File: src/rtl/packet_pkg.sv
// Constants and types shared by the packet classifier and the downstream buffer/drop stage.
package packet_pkg;

  localparam int unsigned MIN_PCKT_SIZE  = 8;
  localparam int unsigned MAX_PCKT_SIZE  = 190;
  localparam int unsigned MAC_WIDTH      = 48;
  localparam int unsigned BEAT_CNT_WIDTH = 8;

  localparam logic [MAC_WIDTH-1:0] BCAST_MAC = 48'hFFFF_FFFF_FFFF;

  localparam logic CH_DROP = 1'b0;
  localparam logic CH_PASS = 1'b1;

  typedef enum logic {
    IDLE_S,
    PKT_S
  } state_e;

endpackage

File: src/rtl/avalon_st_if.sv
// Avalon-ST stream bundle; sink/src modports are seen from the block that owns the port.
interface avalon_st_if #(
  parameter int unsigned DWIDTH        = 64,
  parameter int unsigned EMPTY_WIDTH   = 3,
  parameter int unsigned CHANNEL_WIDTH = 1
);

  logic                     valid;
  logic                     ready;
  logic [DWIDTH-1:0]        data;
  logic [EMPTY_WIDTH-1:0]   empty;
  logic                     startofpacket;
  logic                     endofpacket;
  logic [CHANNEL_WIDTH-1:0] channel;

  modport sink (
    input  valid, data, empty, startofpacket, endofpacket, channel,
    output ready
  );

  modport src (
    output valid, data, empty, startofpacket, endofpacket, channel,
    input  ready
  );

endinterface

File: src/rtl/ast_pipe_reg.sv
// One-deep Avalon-ST register slice; accepts a new beat whenever the slot is empty or draining.
module ast_pipe_reg #(
  parameter int unsigned DATA_WIDTH    = 64,
  parameter int unsigned EMPTY_WIDTH   = 3,
  parameter int unsigned CHANNEL_WIDTH = 1
) (
  input  logic                     clk_i,
  input  logic                     rst_i,
  input  logic                     in_valid_i,
  output logic                     in_ready_c_o,
  input  logic [DATA_WIDTH-1:0]    in_data_i,
  input  logic [EMPTY_WIDTH-1:0]   in_empty_i,
  input  logic                     in_sop_i,
  input  logic                     in_eop_i,
  input  logic [CHANNEL_WIDTH-1:0] in_channel_i,
  output logic                     out_valid_o,
  input  logic                     out_ready_i,
  output logic [DATA_WIDTH-1:0]    out_data_o,
  output logic [EMPTY_WIDTH-1:0]   out_empty_o,
  output logic                     out_sop_o,
  output logic                     out_eop_o,
  output logic [CHANNEL_WIDTH-1:0] out_channel_o
);

  logic                     valid_q;
  logic [DATA_WIDTH-1:0]    data_q;
  logic [EMPTY_WIDTH-1:0]   empty_q;
  logic                     sop_q;
  logic                     eop_q;
  logic [CHANNEL_WIDTH-1:0] channel_q;
  logic                     load_c;

  assign in_ready_c_o = ~rst_i & (out_ready_i | ~valid_q);
  assign load_c       = in_valid_i & in_ready_c_o;

  always_ff @(posedge clk_i or posedge rst_i) begin
    if (rst_i) begin
      valid_q   <= 1'b0;
      data_q    <= '0;
      empty_q   <= '0;
      sop_q     <= 1'b0;
      eop_q     <= 1'b0;
      channel_q <= '0;
    end else begin
      if (load_c) begin
        valid_q   <= 1'b1;
        data_q    <= in_data_i;
        empty_q   <= in_empty_i;
        sop_q     <= in_sop_i;
        eop_q     <= in_eop_i;
        channel_q <= in_channel_i;
      end else if (out_ready_i) begin
        valid_q <= 1'b0;
      end
    end
  end

  assign out_valid_o   = valid_q;
  assign out_data_o    = data_q;
  assign out_empty_o   = empty_q;
  assign out_sop_o     = sop_q;
  assign out_eop_o     = eop_q;
  assign out_channel_o = channel_q;

endmodule

File: src/rtl/packet_classifier.sv
// Tags each Avalon-ST packet with a pass/drop verdict from destination MAC and beat count;
// the verdict is final on the eop beat. One register stage, never stalls for classification.
module packet_classifier
  import packet_pkg::*;
#(
  parameter int unsigned AST_DWIDTH    = 64,
  parameter int unsigned CHANNEL_WIDTH = 1,
  parameter int unsigned CNT_WIDTH     = 32
) (
  input  logic                 clk_i,
  input  logic                 srst_i,
  input  logic                 filter_en_i,
  input  logic [47:0]          mac_addr_i,
  avalon_st_if.sink            ast_sink_if,
  avalon_st_if.src             ast_src_if,
  output logic [CNT_WIDTH-1:0] pass_cnt_o,
  output logic [CNT_WIDTH-1:0] drop_cnt_o,
  output logic [CNT_WIDTH-1:0] err_cnt_o
);

  localparam int unsigned EMPTY_WIDTH = $clog2(AST_DWIDTH / 8);
  localparam logic [BEAT_CNT_WIDTH-1:0] MIN_BEATS = BEAT_CNT_WIDTH'(MIN_PCKT_SIZE);
  localparam logic [BEAT_CNT_WIDTH-1:0] MAX_BEATS = BEAT_CNT_WIDTH'(MAX_PCKT_SIZE);

  state_e                    state_q, state_d;
  logic [BEAT_CNT_WIDTH-1:0] beat_cnt_q, beat_cnt_d;
  logic                      keep_q, keep_d;
  logic                      err_in_pkt_q, err_in_pkt_d;
  logic [CNT_WIDTH-1:0]      pass_cnt_q, pass_cnt_d;
  logic [CNT_WIDTH-1:0]      drop_cnt_q, drop_cnt_d;
  logic [CNT_WIDTH-1:0]      err_cnt_q, err_cnt_d;

  logic                      pipe_ready_c;
  logic                      accept_c;
  logic                      sop_c;
  logic                      eop_c;
  logic [MAC_WIDTH-1:0]      dest_c;
  logic                      mac_ok_c;
  logic                      fwd_c;
  logic                      keep_c;
  logic [BEAT_CNT_WIDTH-1:0] cnt_c;
  logic                      err_c;
  logic                      len_ok_c;
  logic                      verdict_c;
  logic                      sink_channel_unused;

  assign sop_c    = ast_sink_if.startofpacket;
  assign eop_c    = ast_sink_if.endofpacket;
  assign dest_c   = ast_sink_if.data[AST_DWIDTH-1 -: MAC_WIDTH];
  assign accept_c = ast_sink_if.valid & pipe_ready_c;

  assign ast_sink_if.ready   = pipe_ready_c;
  assign sink_channel_unused = ^ast_sink_if.channel;

  always_ff @(posedge clk_i or posedge srst_i) begin
    if (srst_i) begin
      state_q      <= IDLE_S;
      beat_cnt_q   <= '0;
      keep_q       <= 1'b0;
      err_in_pkt_q <= 1'b0;
      pass_cnt_q   <= '0;
      drop_cnt_q   <= '0;
      err_cnt_q    <= '0;
    end else begin
      state_q      <= state_d;
      beat_cnt_q   <= beat_cnt_d;
      keep_q       <= keep_d;
      err_in_pkt_q <= err_in_pkt_d;
      pass_cnt_q   <= pass_cnt_d;
      drop_cnt_q   <= drop_cnt_d;
      err_cnt_q    <= err_cnt_d;
    end
  end

  // Per-beat classification; packet context only advances on beats that are forwarded.
  always_comb begin
    state_d      = state_q;
    beat_cnt_d   = beat_cnt_q;
    keep_d       = keep_q;
    err_in_pkt_d = err_in_pkt_q;
    pass_cnt_d   = pass_cnt_q;
    drop_cnt_d   = drop_cnt_q;
    err_cnt_d    = err_cnt_q;

    mac_ok_c = ~filter_en_i | (dest_c == mac_addr_i) | (dest_c == BCAST_MAC);
    fwd_c    = sop_c | (state_q == PKT_S);

    if (sop_c) begin
      keep_c = mac_ok_c;
      cnt_c  = BEAT_CNT_WIDTH'(1);
      err_c  = (state_q == PKT_S);
    end else begin
      keep_c = keep_q;
      cnt_c  = (beat_cnt_q == '1) ? beat_cnt_q : beat_cnt_q + BEAT_CNT_WIDTH'(1);
      err_c  = err_in_pkt_q;
    end

    len_ok_c  = (cnt_c >= MIN_BEATS) & (cnt_c <= MAX_BEATS);
    verdict_c = eop_c ? (keep_c & len_ok_c & ~err_c) : keep_c;

    if (accept_c) begin
      if (fwd_c) begin
        keep_d       = keep_c;
        beat_cnt_d   = cnt_c;
        err_in_pkt_d = err_c;
        if (eop_c) begin
          if (verdict_c == CH_PASS) pass_cnt_d = pass_cnt_q + CNT_WIDTH'(1);
          else                      drop_cnt_d = drop_cnt_q + CNT_WIDTH'(1);
        end
      end
      if (~fwd_c | (sop_c & (state_q == PKT_S))) begin
        err_cnt_d = err_cnt_q + CNT_WIDTH'(1);
      end
      if (sop_c)      state_d = eop_c ? IDLE_S : PKT_S;
      else if (eop_c) state_d = IDLE_S;
    end
  end

  ast_pipe_reg #(
    .DATA_WIDTH    (AST_DWIDTH),
    .EMPTY_WIDTH   (EMPTY_WIDTH),
    .CHANNEL_WIDTH (CHANNEL_WIDTH)
  ) u_pipe (
    .clk_i         (clk_i),
    .rst_i         (srst_i),
    .in_valid_i    (ast_sink_if.valid & fwd_c),
    .in_ready_c_o  (pipe_ready_c),
    .in_data_i     (ast_sink_if.data),
    .in_empty_i    (ast_sink_if.empty),
    .in_sop_i      (sop_c),
    .in_eop_i      (eop_c),
    .in_channel_i  (CHANNEL_WIDTH'(verdict_c)),
    .out_valid_o   (ast_src_if.valid),
    .out_ready_i   (ast_src_if.ready),
    .out_data_o    (ast_src_if.data),
    .out_empty_o   (ast_src_if.empty),
    .out_sop_o     (ast_src_if.startofpacket),
    .out_eop_o     (ast_src_if.endofpacket),
    .out_channel_o (ast_src_if.channel)
  );

  assign pass_cnt_o = pass_cnt_q;
  assign drop_cnt_o = drop_cnt_q;
  assign err_cnt_o  = err_cnt_q;

endmodule
File: src/flat_wrapper.sv
// flat-port wrapper written by rule: the top's interface ports become plain ports
module packet_classifier_flat import packet_pkg::*;
#(
  parameter int unsigned AST_DWIDTH    = 64,
  parameter int unsigned CHANNEL_WIDTH = 1,
  parameter int unsigned CNT_WIDTH     = 32
)
  (clk_i, srst_i, filter_en_i, mac_addr_i, pass_cnt_o, drop_cnt_o, err_cnt_o, ast_sink_if_valid, ast_sink_if_data, ast_sink_if_empty, ast_sink_if_startofpacket, ast_sink_if_endofpacket, ast_sink_if_channel, ast_sink_if_ready, ast_src_if_valid, ast_src_if_data, ast_src_if_empty, ast_src_if_startofpacket, ast_src_if_endofpacket, ast_src_if_channel, ast_src_if_ready);
  avalon_st_if #(.CHANNEL_WIDTH(CHANNEL_WIDTH)) ast_sink_if_i ();
  avalon_st_if #(.CHANNEL_WIDTH(CHANNEL_WIDTH)) ast_src_if_i ();
  input  logic clk_i;
  input  logic srst_i;
  input  logic filter_en_i;
  input  logic [47:0] mac_addr_i;
  output logic [CNT_WIDTH-1:0] pass_cnt_o;
  output logic [CNT_WIDTH-1:0] drop_cnt_o;
  output logic [CNT_WIDTH-1:0] err_cnt_o;
  input wire logic [$bits(ast_sink_if_i.valid)-1:0] ast_sink_if_valid;
  input wire logic [$bits(ast_sink_if_i.data)-1:0] ast_sink_if_data;
  input wire logic [$bits(ast_sink_if_i.empty)-1:0] ast_sink_if_empty;
  input wire logic [$bits(ast_sink_if_i.startofpacket)-1:0] ast_sink_if_startofpacket;
  input wire logic [$bits(ast_sink_if_i.endofpacket)-1:0] ast_sink_if_endofpacket;
  input wire logic [$bits(ast_sink_if_i.channel)-1:0] ast_sink_if_channel;
  output wire logic [$bits(ast_sink_if_i.ready)-1:0] ast_sink_if_ready;
  output wire logic [$bits(ast_src_if_i.valid)-1:0] ast_src_if_valid;
  output wire logic [$bits(ast_src_if_i.data)-1:0] ast_src_if_data;
  output wire logic [$bits(ast_src_if_i.empty)-1:0] ast_src_if_empty;
  output wire logic [$bits(ast_src_if_i.startofpacket)-1:0] ast_src_if_startofpacket;
  output wire logic [$bits(ast_src_if_i.endofpacket)-1:0] ast_src_if_endofpacket;
  output wire logic [$bits(ast_src_if_i.channel)-1:0] ast_src_if_channel;
  input wire logic [$bits(ast_src_if_i.ready)-1:0] ast_src_if_ready;
  assign ast_sink_if_i.valid = ast_sink_if_valid;
  assign ast_sink_if_i.data = ast_sink_if_data;
  assign ast_sink_if_i.empty = ast_sink_if_empty;
  assign ast_sink_if_i.startofpacket = ast_sink_if_startofpacket;
  assign ast_sink_if_i.endofpacket = ast_sink_if_endofpacket;
  assign ast_sink_if_i.channel = ast_sink_if_channel;
  assign ast_sink_if_ready = ast_sink_if_i.ready;
  assign ast_src_if_valid = ast_src_if_i.valid;
  assign ast_src_if_data = ast_src_if_i.data;
  assign ast_src_if_empty = ast_src_if_i.empty;
  assign ast_src_if_startofpacket = ast_src_if_i.startofpacket;
  assign ast_src_if_endofpacket = ast_src_if_i.endofpacket;
  assign ast_src_if_channel = ast_src_if_i.channel;
  assign ast_src_if_i.ready = ast_src_if_ready;
  packet_classifier #(.AST_DWIDTH(AST_DWIDTH), .CHANNEL_WIDTH(CHANNEL_WIDTH), .CNT_WIDTH(CNT_WIDTH)) u_core (.clk_i(clk_i), .srst_i(srst_i), .filter_en_i(filter_en_i), .mac_addr_i(mac_addr_i), .ast_sink_if(ast_sink_if_i), .ast_src_if(ast_src_if_i), .pass_cnt_o(pass_cnt_o), .drop_cnt_o(drop_cnt_o), .err_cnt_o(err_cnt_o));
endmodule
File: config.mk
export PLATFORM = sky130hd
export DESIGN_NAME = packet_classifier_flat
export DESIGN_NICKNAME = d
export VERILOG_FILES = /design/src/rtl/packet_pkg.sv /design/src/rtl/avalon_st_if.sv /design/src/rtl/ast_pipe_reg.sv /design/src/rtl/packet_classifier.sv /design/src/flat_wrapper.sv
export SDC_FILE = /design/constraint.sdc
export NUM_CORES = 1
export LEC_CHECK = 0
export ABC_AREA = 0
export CAP_MARGIN = 20
export CORE_ASPECT_RATIO = 1.5
export CORE_MARGIN = 2
export CORE_UTILIZATION = 46
export DETAILED_ROUTE_END_ITERATION = 10
export GPL_TIMING_DRIVEN = 1
export PLACE_DENSITY = 0.81
export SLEW_MARGIN = 10
export SYNTH_ARGS = -nofsm -noshare
export SYNTH_HDL_FRONTEND = slang
export SYNTH_SLANG_ARGS = --single-unit
File: constraint.sdc
create_clock -name clk_i -period 8.3 [get_ports clk_i]
set_input_delay 2.075 -clock clk_i [delete_from_list [all_inputs] [get_ports clk_i]]
set_output_delay 2.075 -clock clk_i [all_outputs]
set_load 0.02 [all_outputs]
==> results_dict.tcl, run 1 <==
set metrics [dict create \
    worstSetupPathType "input port to flip-flop" \
    finalSetupViolCount 0 \
    fin_util 0.671 \
    synth_nets 1013 \
    syn_avg_cell_area_sq_um 9.77 \
    worst_setup_path_end_kind "flip-flop" \
    start_util 0.468 \
    row_count 61 \
    coreArea_sq_um 18500 \
    maxCapViolations 0 \
    synth_edf_count 0 \
    worstPathMaxFanout 79 \
    met3RoutedLength_um 1570 \
    grt_max_degree 80 \
    cts_buffer_depth 2 \
    cts_setup_buffers 0 \
    viasPerCell 5.29 \
    slew_headroom 0.387 \
    worstPathRequired_ps 8610 \
    layout_common_cells "clkdlybuf4s50_1 (289), nand2_1 (245), dfrtp_1 (178), xnor2_1 (105), nand4_1 (57)" \
    crit_path_start_kind "input port" \
    antenna_cells 0 \
    nFillCells 1514 \
    layout_commonest_cell "clkdlybuf4s50_1" \
    place_congestion 0.967 \
    grt_overflow 0 \
    via_count 7564 \
    yosysWarnings 0 \
    max_freq_ghz 0.177 \
    fin_skew_ps 12.5 \
    io_buffer_count 289 \
    num-nets-final 1293 \
    antenna_found_initial 0 \
    layout-drive-gt1-share 0.0594 \
    die_h_um 172 \
    path_clk_slew_ps 70 \
    status "completed" \
    wl_met2_um 13200 \
    synth_cells 885 \
    synthArstFlopShare 1.00 \
    ys.flop_type "dfrtp_1" \
    io_pins 291 \
    clk_latency_ps 430 \
    hold_path.class "flip-flop to flip-flop" \
    hpwl_um 18700 \
    worstMarginPinSlew_ps 919 \
    grt_pass1_vias 7425 \
    area_growth_syn_to_layout_pct 43.3 \
    drt-met1-wl_um 9000 \
    firstDrtPassIters 5 \
    finalSetupTns_ps 0 \
    crit_arrival_ps 5950 \
    dr.max_layer_used "met4" \
    hold_buffers 0 \
    gr-usage-all-layers 0.254 \
    dr.first_iter.drc_count 492 \
    ys_seq_elements 178 \
    ant_nets 0 \
    dieArea_sq_um 19900 \
    remaining_drc_errors 0 \
    wl_per_cell_um 17.5 \
    die-width_um 116 \
    clockRootBuffer "clkbuf_16" \
    cts_num_sinks 178 \
    fin_crit_sh 0.680 \
    netlist_area_sq_um 8640 \
    p_per_area_nw_per_um2 210 \
    cts.htree.levels 4 \
    cts_buffers 17 \
    yosysSeqAreaShare 0.515 \
    drt_wl_total_um 25000 \
    vdd_ir_drop_max_v 0.000128 \
    hold_violations 0 \
    post-route-min-period_ps 5640 \
    cts_resized 0 \
    timing.final.max_slew_violations 0 \
    synth_cell_type_count 55 \
    total_leakage_power_nw 5.42 \
    cts_tree "done" \
    rsz0062_at_grt "no" \
    grt_pass1_wl_um 38900 \
]
## state kept, by name (all words and copies together), names as in the netlist
| signal | count |
|---|---|
| u_core.u_pipe.out_channel_o | 1 |
| u_core.err_in_pkt_q | 1 |
| u_core.keep_q | 1 |
| u_core.u_pipe.out_data_o | 64 |
| u_core.err_cnt_o | 32 |
| u_core.pass_cnt_o | 32 |
| u_core.u_pipe.out_sop_o | 1 |
| u_core.u_pipe.out_empty_o | 3 |
| u_core.u_pipe.out_valid_o | 1 |
| u_core.beat_cnt_q | 8 |
| u_core.drop_cnt_o | 32 |
| u_core.u_pipe.out_eop_o | 1 |
| u_core.state_q | 1 |
## path summary, 6_finish.rpt
check	startpoint	end	slack, ps	cells after the start
min reg2reg	u_core.drop_cnt_o[31]	u_core.drop_cnt_o[31]	470	1
min	u_core.drop_cnt_o[31]	u_core.drop_cnt_o[31]	470	1
max in group asynchronous	srst_i	u_core.err_cnt_o[18]	3960	4
max	ast_sink_if_startofpacket	u_core.pass_cnt_o[1]	2660	8
max reg2reg	u_core.beat_cnt_q[0]	u_core.drop_cnt_o[1]	4590	8
min in group asynchronous	srst_i	u_core.pass_cnt_o[22]	2250	2
## report_power, final
part	internal [mW]	total [mW]	switching, mW	leakage (nW)
sequential	0.981	1.08	0.0947	2.31
combinational	0.313	0.664	0.351	2.81
clock	0.511	0.866	0.355	0.298
total	1.81	2.61	0.800	5.42
## synthesized netlist by cell type (8+ instances only)
cell type / number / area [sq um]
nand3_1: 43 / 215
nor2_1: 28 / 105
nand4_1: 57 / 357
nor3_2: 13 / 130
dfrtp_1: 178 / 4450
nand2_1: 245 / 920
nor3_1: 14 / 70.1
a21oi_1: 8 / 40.0
inv_1: 17 / 63.8
clkbuf_1: 24 / 90.1
xnor2_1: 105 / 920
o21ai_0: 8 / 40.0
xor2_1: 37 / 324
and3_1: 27 / 169
## per-layer routing
metal	vias up	global-route usage
met4	0	0.142
li1	3539	-
met2	314	0.434
met5	-	0
met3	59	0.0606
met1	3652	0.288
## area by class of cell
cell class / count / area [sq um] / share of cell area
clock buffer: 19 / 433 / 0.0349
clock inverter: 13 / 196 / 0.0159
inverter: 18 / 72.6 / 0.00586
multi-input combinational: 655 / 3980 / 0.321
sequential: 178 / 4450 / 0.360
tap: 252 / 315 / 0.0255
timing repair buffer: 295 / 2940 / 0.237
## cell families (layout without fill, tap and decap cells)
family / after synthesis / count (layout) / synth area share
xor+xnor: 142 / 142 / 0.144
simple gates: 465 / 465 / 0.270
buf+inv: 52 / 345 / 0.0261
fa+ha+maj: 5 / 5 / 0.00724
compound gates: 39 / 39 / 0.0327
flops: 178 / 178 / 0.515
mux: 4 / 4 / 0.00507
## through the flow
stage,setup slack (ps),hold slack (ps),power (mW),area [sq um],instances
4_1_cts,2660,476,2.63,12400,1430
6_report,2660,473,2.61,12400,1430
3_3_place_gp,2300,457,1.74,11800,1398
5_1_grt,2450,490,2.72,12400,1430
3_5_place_dp,2250,461,1.76,11800,1398
2_1_floorplan,1110,495,1.39,8640,885
## critical path, stage by stage
cell,delay (ps)
clkdlybuf4s50_1,790
clkinv_1,450
ha_1,380
nor4b_4,260
buf_4,670
nand2_1,590
nor2_1,350
mux2_2,360
Note: power is estimated with default switching activity, not from simulation.
==> run 2, diff against run 1 <==
- CORE_UTILIZATION: 46 -> 42
- PLACE_DENSITY: 0.81 -> 0.78
- clock period: 8.3 -> 5 ns (I/O delays scaled with it)
==> run 2 against run 1 <==
  * Via count shrank 1.4%
  * Sequential cell count did not move
  * Sequential power up 65%
  * Critical endpoint is now u_core.err_cnt_o[31]
  * Largest cell class unchanged
  * Largest power group unchanged
==> results_dict.tcl, run 2 (synthesis gave the netlist of run 1 again) <==
set metrics [dict create \
    busiest_layer "met2" \
    layout_commonest_cell "clkdlybuf4s50_1" \
    die_h_um 180 \
    finalSetupTns_ps 0 \
    grt_max_degree 179 \
    coreArea_sq_um 20300 \
    worstSetupPathType "input port to flip-flop" \
    cts_buffer_depth 2 \
    p_per_area_nw_per_um2 338 \
    layout_common_cells "clkdlybuf4s50_1 (289), nand2_1 (245), dfrtp_1 (178), xnor2_1 (105), nand4_1 (57)" \
    crit_path_start_kind "input port" \
    crit_arrival_ps 4400 \
    crit_family "simple AND/OR/NAND/NOR gates" \
    reg2reg_slack_ps 1840 \
    layout-drive-gt1-share 0.0627 \
    via_count 7456 \
    antenna_cells 0 \
    maxCapViolations 0 \
    cts_num_sinks 178 \
    remaining_drc_errors 0 \
    path_clk_slew_ps 70 \
    drt_wl_total_um 25100 \
    reg2regPathDepth 9 \
    fin_crit_sh 0.816 \
    wl_per_cell_um 17.4 \
    slew_headroom 0.320 \
    hold_path.class "flip-flop to flip-flop" \
    start_util 0.425 \
    worst_setup_path_end_kind "flip-flop" \
    clockRootBuffer "clkbuf_16" \
    grt_use_met2 0.384 \
    dieArea_sq_um 21800 \
    hpwl_um 18400 \
    cts_resized 0 \
    holdPathEnd "u_core.pass_cnt_o[31]" \
    r2r_end "u_core.drop_cnt_o[26]" \
    finalSetupViolCount 0 \
    postLayoutCellArea_sq_um 12400 \
    cts.htree.levels 4 \
    largest_reg_flops 64 \
    cts_setup_buffers 0 \
    firstDrtPassIters 5 \
    nFillCells 1736 \
    whs_ps 468 \
    ant_nets 0 \
    grt.met1_usage 0.294 \
    timing.final.max_slew_violations 0 \
    placed_area_sq_um 11800 \
    worstPathMaxFanout 10 \
    fin_skew_ps 12.5 \
    hp-start "u_core.pass_cnt_o[31]" \
    cts_buffers 17 \
    cts_tree "done" \
    num-nets-final 1295 \
    place_congestion 0.918 \
    path_cells "clkdlybuf4s50_1 -> clkinv_1 -> ha_1 -> nor4b_4 -> and4_1 -> nand2_1 -> nor3_1 -> nand4_1 -> xnor2_1" \
    clk_latency_ps 430 \
    max_freq_ghz 0.245 \
    die-width_um 121 \
    worstPathRequired_ps 5320 \
    worstMarginPinSlew_ps 1020 \
    post-route-min-period_ps 4080 \
    viasPerCell 5.16 \
    grt_pass1_vias 7523 \
    io_buffer_count 289 \
    io_pins 291 \
    crit_buf_inv 2 \
    grt_overflow 0 \
    gr-usage-all-layers 0.233 \
    total_leakage_power_nw 5.41 \
    hold_violations 0 \
    antenna_found_initial 1 \
    rsz0062_at_grt "no" \
    area_growth_syn_to_layout_pct 43.2 \
    min_path_cells 1 \
    dr.first_iter.drc_count 540 \
    worstReg2RegStart "u_core.beat_cnt_q[0]" \
    grtUsageMet3 0.0571 \
    slowest_delay_ps 590 \
    fin_util 0.609 \
    hold_buffers 0 \
    vdd_ir_drop_max_v 0.000196 \
    grt_pass1_wl_um 40000 \
    row_count 64 \
    crit_slowest_cell "nor3_1" \
    status "completed" \
]
[run 2: cell types whose count changed in the layout (fill, tap and decap cells not counted)]
cell,change
clkinv_4,+4
buf_4,+1
inv_6,-3
buf_12,+1
clkbuf_1,-2
clkbuf_8,+2
bufinv_16,-3
clkinv_2,+2
[run 2: cell type report]
cell class	instances	area (sq um)	area share
sequential	178	4450	0.360
tap	264	330	0.0267
clock buffer	19	453	0.0366
timing repair buffer	297	2970	0.240
inverter	18	71.3	0.00576
multi-input combinational	655	3980	0.321
clock inverter	13	126	0.0102
[run 2: power breakdown]
part	total, mW	switching [mW]	leakage [nW]	internal [mW]
clock network	1.32	0.597	0.283	0.722
logic	1.09	0.567	2.82	0.523
registers	1.78	0.152	2.31	1.63
total	4.19	1.32	5.41	2.87
[run 2: worst max path at each step]
stage                              start                    to  cells after the start
2_1_floorplan                     srst_i  u_core.beat_cnt_q[0]                      7
3_3_place_gp   ast_sink_if_startofpacket  u_core.err_cnt_o[31]                      9
3_5_place_dp   ast_sink_if_startofpacket  u_core.err_cnt_o[31]                      9
4_1_cts        ast_sink_if_startofpacket  u_core.err_cnt_o[31]                      9
5_1_grt        ast_sink_if_startofpacket  u_core.err_cnt_o[30]                      9
6_report       ast_sink_if_startofpacket  u_core.err_cnt_o[31]                      9
[run 2: metal layers]
layer  part of all wire  vias to the layer above
li1                   -                     3547
met1               0.40                     3602
met2               0.50                      262
met3              0.063                       45
met4              0.032                        0
met5                  0                        -
[run 2: metrics by stage]
step	cells	worst slack (ps)	power (mW)
CTS	1444	890	4.24
floorplan	885	5.64	2.31
global placement	1412	437	2.88
global route	1444	588	4.40
detailed placement	1412	431	2.90
finish	1444	918	4.19
